File: src/rtl/moller_adc_err_stats.sv
// Per-channel ADC link-error statistics: saturating pattern/DCO counters with sticky
// overflow, masked clear, atomic snapshot (manual or periodic) and an indexed read port.
module moller_adc_err_stats #(
    parameter int NUM_CH      = 16,
    parameter int CNT_W       = 16,
    parameter int SNAP_PERIOD = 0,
    parameter int IDX_W       = (NUM_CH > 1) ? $clog2(NUM_CH) : 1
) (
    input  logic                 axi_aclk,
    input  logic                 axi_aresetn,
    input  logic [NUM_CH-1:0]    pattern_err,
    input  logic [NUM_CH-1:0]    dco_err,
    input  logic                 clear,
    input  logic [NUM_CH-1:0]    clear_mask,
    input  logic                 snap_req,
    input  logic                 rd_req,
    input  logic [IDX_W-1:0]     rd_idx,
    output logic                 rd_valid,
    output logic [2*CNT_W-1:0]   rd_data,
    output logic [1:0]           rd_ovf,
    output logic                 rd_err,
    output logic                 ovf_any,
    output logic [15:0]          snap_count
);

    localparam logic [CNT_W-1:0] CNT_MAX = '1;
    localparam int PER_W = (SNAP_PERIOD > 1) ? $clog2(SNAP_PERIOD) : 1;

    logic [CNT_W-1:0]  pat_cnt    [NUM_CH];
    logic [CNT_W-1:0]  dco_cnt    [NUM_CH];
    logic [NUM_CH-1:0] pat_ovf;
    logic [NUM_CH-1:0] dco_ovf;

    logic [CNT_W-1:0]  sh_pat_cnt [NUM_CH];
    logic [CNT_W-1:0]  sh_dco_cnt [NUM_CH];
    logic [NUM_CH-1:0] sh_pat_ovf;
    logic [NUM_CH-1:0] sh_dco_ovf;

    logic [PER_W-1:0]  per_cnt;
    logic              auto_tick;
    logic              snap_trig;

    logic [2*CNT_W-1:0] sel_data;
    logic [1:0]         sel_ovf;
    logic               sel_hit;

    assign auto_tick = (SNAP_PERIOD != 0) && (per_cnt == PER_W'(SNAP_PERIOD - 1));
    assign snap_trig = snap_req | auto_tick;

    // Clear beats a same-cycle strobe; a strobe on a full counter only raises the sticky flag.
    always_ff @(posedge axi_aclk or negedge axi_aresetn) begin
        if (!axi_aresetn) begin
            for (int i = 0; i < NUM_CH; i++) begin
                pat_cnt[i] <= '0;
                dco_cnt[i] <= '0;
            end
            pat_ovf <= '0;
            dco_ovf <= '0;
            ovf_any <= 1'b0;
        end else begin
            for (int i = 0; i < NUM_CH; i++) begin
                if (clear && clear_mask[i]) begin
                    pat_cnt[i] <= '0;
                    dco_cnt[i] <= '0;
                    pat_ovf[i] <= 1'b0;
                    dco_ovf[i] <= 1'b0;
                end else begin
                    if (pattern_err[i]) begin
                        if (pat_cnt[i] == CNT_MAX)
                            pat_ovf[i] <= 1'b1;
                        else
                            pat_cnt[i] <= pat_cnt[i] + 1'b1;
                    end
                    if (dco_err[i]) begin
                        if (dco_cnt[i] == CNT_MAX)
                            dco_ovf[i] <= 1'b1;
                        else
                            dco_cnt[i] <= dco_cnt[i] + 1'b1;
                    end
                end
            end
            ovf_any <= |{pat_ovf, dco_ovf};
        end
    end

    // Period counter restarts on a manual snapshot so the next auto tick is a full period away.
    always_ff @(posedge axi_aclk or negedge axi_aresetn) begin
        if (!axi_aresetn) begin
            per_cnt <= '0;
        end else if (SNAP_PERIOD == 0 || snap_req || auto_tick) begin
            per_cnt <= '0;
        end else begin
            per_cnt <= per_cnt + 1'b1;
        end
    end

    always_ff @(posedge axi_aclk or negedge axi_aresetn) begin
        if (!axi_aresetn) begin
            for (int i = 0; i < NUM_CH; i++) begin
                sh_pat_cnt[i] <= '0;
                sh_dco_cnt[i] <= '0;
            end
            sh_pat_ovf <= '0;
            sh_dco_ovf <= '0;
            snap_count <= '0;
        end else if (snap_trig) begin
            for (int i = 0; i < NUM_CH; i++) begin
                sh_pat_cnt[i] <= pat_cnt[i];
                sh_dco_cnt[i] <= dco_cnt[i];
            end
            sh_pat_ovf <= pat_ovf;
            sh_dco_ovf <= dco_ovf;
            snap_count <= snap_count + 16'd1;
        end
    end

    // Compare-based mux keeps out-of-range indices from ever addressing the shadow array.
    always_comb begin
        sel_data = '0;
        sel_ovf  = '0;
        sel_hit  = 1'b0;
        for (int i = 0; i < NUM_CH; i++) begin
            if (rd_idx == IDX_W'(i)) begin
                sel_data = {sh_dco_cnt[i], sh_pat_cnt[i]};
                sel_ovf  = {sh_dco_ovf[i], sh_pat_ovf[i]};
                sel_hit  = 1'b1;
            end
        end
    end

    always_ff @(posedge axi_aclk or negedge axi_aresetn) begin
        if (!axi_aresetn) begin
            rd_valid <= 1'b0;
            rd_data  <= '0;
            rd_ovf   <= '0;
            rd_err   <= 1'b0;
        end else begin
            rd_valid <= rd_req;
            if (rd_req) begin
                rd_data <= sel_data;
                rd_ovf  <= sel_ovf;
                rd_err  <= ~sel_hit;
            end
        end
    end

endmodule

File: config.mk
export PLATFORM = sky130hd
export DESIGN_NAME = moller_adc_err_stats
export DESIGN_NICKNAME = d
export VERILOG_FILES = /design/src/rtl/moller_adc_err_stats.sv
export SDC_FILE = /design/constraint.sdc
export NUM_CORES = 2
export LEC_CHECK = 0
export BUFFER_PORTS_ARGS = -buffer_cell sky130_fd_sc_hd__buf_2
export CAP_MARGIN = 10
export CORE_ASPECT_RATIO = 0.7
export CORE_MARGIN = 5
export CORE_UTILIZATION = 30
export CTS_BUF_LIST = sky130_fd_sc_hd__clkbuf_8 sky130_fd_sc_hd__clkbuf_16
export DETAILED_ROUTE_END_ITERATION = 8
export PLACE_DENSITY_LB_ADDON = 0.08
export SETUP_SLACK_MARGIN = 0.4
export SYNTH_ARGS = -nofsm -noshare
export SYNTH_HDL_FRONTEND = slang
export SYNTH_SLANG_ARGS = --single-unit
File: constraint.sdc
create_clock -name axi_aclk -period 2.6 [get_ports axi_aclk]
set_clock_uncertainty 0.05 [all_clocks]
set_input_delay 0.26 -clock axi_aclk [delete_from_list [all_inputs] [get_ports axi_aclk]]
set_output_delay 0.26 -clock axi_aclk [all_outputs]
set_load 0.1 [all_outputs]
==> impl_metrics.toml <==
[power]
power-per-cell-area_nw_per_um2 = 706
max-vdd-ir-drop_uv = 649
fin_total_pwr_mw = 46.6
static-leakage-power_nw = 29.5

[global_route]
globalRoute.totalOverflow = 0
grt_pass1_vias = 40400
gr-usage-all-layers_pct = 21.7
grt_start_max_net_pins = 97
grt_antenna_before_repair = 40
first_pass_grt_wire_length_um = 310000

[synthesis]
synth.ff_latch_count = 1141
synth_top_area_cell = "dfrtp_1"
synth_area_leaders = "dfrtp_1 51%, mux2_2 11%, nor2_1 4.0%"
postSynth.topFlopCell = "dfrtp_1"
synth.top_cell.area_share_pct = 50.9
synth_seq_area_share_pct = 50.9
post_synth_inst_count = 5139
synth_enable_flop_cells = 0
yosysWarningCount = 0
mappedNetlistArea_um2 = 56100
synth-async-reset-ratio_pct = 100
postSynthAreaPerCell_um2 = 10.9
synthDistinctLibCells = 105
synth_fp_nets = 5229

[worst_setup_path]
setup.worst_path.start_class = "register"
timing.setup.critical_path_class = "register to register"
endpoint_kind = "register"
worstPathRequired_ps = 3200
timing.critical_path.arrival_ps = 2780
critPathLaunch = "sh_pat_cnt[210]$_DFFE_PN0P_"
critPathMaxFanout = 2
regToRegStartpoint = "sh_pat_cnt[210]$_DFFE_PN0P_"

[timing]
setup_viol = 0
layout_min_cycle_time_ps = 2180
tightestPinTransition_ps = 980
final_min_period_over_clock_period_pct = 83.9
fmax_mhz = 459
grt_setup_unrepaired = "false"
finalHoldViolations = 0
relSlewSlack_pct = 34.6
slew_viol_final = 0

[outcome]
run_status = "completed"

[routing]
postRouteAntennaNets = 0
wirelength_um = 216000
drc = 0
via_count = 42900
wl_per_cell_um = 27.0
detailedRoute.firstPassIterationCount = 7
routed_vias_inst = 5.38
drt_first_iter_violations = 4592

[cells_and_area]
area.growth.synth_to_final_pct = 17.6
post-route-util_pct = 35.6
finish.net_count = 5489
sequential_cell_area_um2 = 28600
final_layout_size_suffix_gt1_share_pct = 23.0
multi_input_comb_area_um2 = 26200
layout.filler_cells = 18500

[clock_network]
tritoncts_num_sinks = 1141
tritoncts = "built"
htree_levels = 4
clk_latency_ps = 780
ctsLongestPathBuffers = 3
clk_root_buffer_cell = "clkbuf_16"
clk_pin_slew_ps = 60
cts_inserted_buffers = 130

[floorplan]
die_width_um = 527
die_y_um = 372
core_outline_area_um2 = 185000
std_cell_rows = 132
ios = 110
dieArea_um2 = 196000
effective_utilization_at_floorplan_pct = 30.2

[placement]
dp_hpwl_um = 165000
port_buffer_cells = 109
finalWeightedCongestion = 0.946

[flow_run]
max-cap-violations = 0

[min_path]
hp-start = "clear_mask[10]"
worst_hold_path_class = "input port to register"
==> power by group <==
group          switching, mW  total (mW)  internal (mW)
Sequential              2.08        21.1           19.0
Combinational           3.59        5.63           2.03
Clock                   8.12        19.9           11.7
==> path summary, 6_finish.rpt <==
| kind | end | slack [ps] | depth (start not counted) |
|---|---|---|---|
| worst min register to register | snap_count[15]$_DFFE_PN0P_ | 410 | 1 |
| worst max register to register | rd_data[2]$_DFFE_PN0P_ | 420 | 5 |
| max in group asynchronous | pat_cnt[134]$_DFFE_PN0P_ | 680 | 4 |
| min in group asynchronous | sh_dco_cnt[162]$_DFFE_PN0P_ | 560 | 3 |
| worst min-delay path | dco_cnt[84]$_DFFE_PN0P_ | 70 | 4 |
| worst max-delay path | rd_data[2]$_DFFE_PN0P_ | 420 | 5 |
==> cells in the mapped netlist (all sizes together) (13+ instances only) <==
cell,count
mux2i,90
ha,33
and2,47
o2111ai,29
nor3,136
dfrtp,1141
buf,105
nor2,601
a31oi,45
a221oi,13
nand2,261
nor3b,18
or2,14
a21oi,181
or4,28
nor4,40
and4,59
o21ai,189
o31ai,25
and3,79
o311ai,13
clkbuf,169
nand4,151
inv,61
o211ai,42
o22ai,49
xnor2,186
nor2b,27
mux2,562
a211oi,44
nand3,199
mux4,28
o221ai,26
xor2,187
nand2b,26
or3,53
==> per-stage QoR <==
stage | instance area [um2] | setup slack (ps) | hold WS, ps | setup TNS [ps] | std cells
after floorplan | 56100 | 405 | -85.6 | 0 | 5139
after global placement | 60800 | -357 | 188 | -402 | 7696
after detailed placement | 60800 | -371 | 186 | -454 | 7696
after CTS | 65800 | 412 | 3.11 | 0 | 7977
after global routing | 65900 | 394 | 52.0 | 0 | 7979
final | 66000 | 420 | 73.5 | 0 | 7984
==> per-layer routing <==
layer  up-vias  wire length (um)  track usage, %
met5         -                27               0
met4         4              3900            4.20
met3       201             17400            5.10
met2      1306             78000            26.5
met1     22100            116000            36.9
li1      19400                 -               -
==> kinds of logic after synthesis <==
group                    after synthesis  share of synthesized area [%]
adder cells (fa/ha/maj)               33                          0.736
buffers and inverters                336                           2.69
AO/OA/AOI/OAI                        797                           9.59
AND/OR/NAND/NOR                     1779                           16.3
XOR/XNOR                             373                           5.82
multiplexers                         680                           14.0
flip-flops                          1141                           50.9
==> repair_timing <==
item | 4_1_cts | 5_1_grt
endpoints found under the hold margin | 1270 | 0
resized for setup | 7 | 29
endpoints found under the setup margin | 6 | 74
hold buffers | 49 | 0
pin swaps | 0 | 3
setup buffers | 0 | 1
==> layout by cell type, fill, tap and decap left out, types with 27 or more instances in the layout <==
master and instances:
a211oi_1 44, a21oi_1 181, a31oi_1 45, and2_1 46, and3_1 77, and4_1 58, buf_12 34, buf_2 102
buf_4 214, clkbuf_16 134, clkbuf_8 27, dfrtp_1 1130, dlygate4sd3_1 49, ha_1 30, inv_1 81, mux2_2 562
mux2i_1 89, mux4_2 28, nand2_1 261, nand3_1 196, nand4_1 141, nor2_1 600, nor3_1 132, nor4_1 30
o2111ai_1 27, o211ai_1 39, o21ai_0 168, o22ai_1 49, or3_1 51, xnor2_1 186, xor2_1 187
==> sequential cells by signal, indices dropped and copies added, names as in the netlist, 2 cells and up <==
register,count
dco_cnt,256
dco_ovf,16
pat_ovf,16
sh_pat_cnt,256
sh_pat_ovf,16
sh_dco_ovf,16
pat_cnt,256
sh_dco_cnt,256
rd_data,32
snap_count,16
rd_ovf,2
==> critical path: stages (launching register included) <==
cell and delay [ps]:
dfrtp_1 450, mux4_2 570, nand2b_1 260, a31oi_1 470, buf_4 190, o22ai_1 70
==> final cells by class <==
type,count,area share [%]
Antenna cell,6,0.0228
Clock buffer,160,5.63
Clock inverter,72,1.28
Inverter,62,0.353
Multi-Input combinational cell,3662,39.7
Sequential cell,1141,43.3
Tap cell,2479,4.70
Timing Repair Buffer,402,5.05
(Power assumes the default switching activity.)
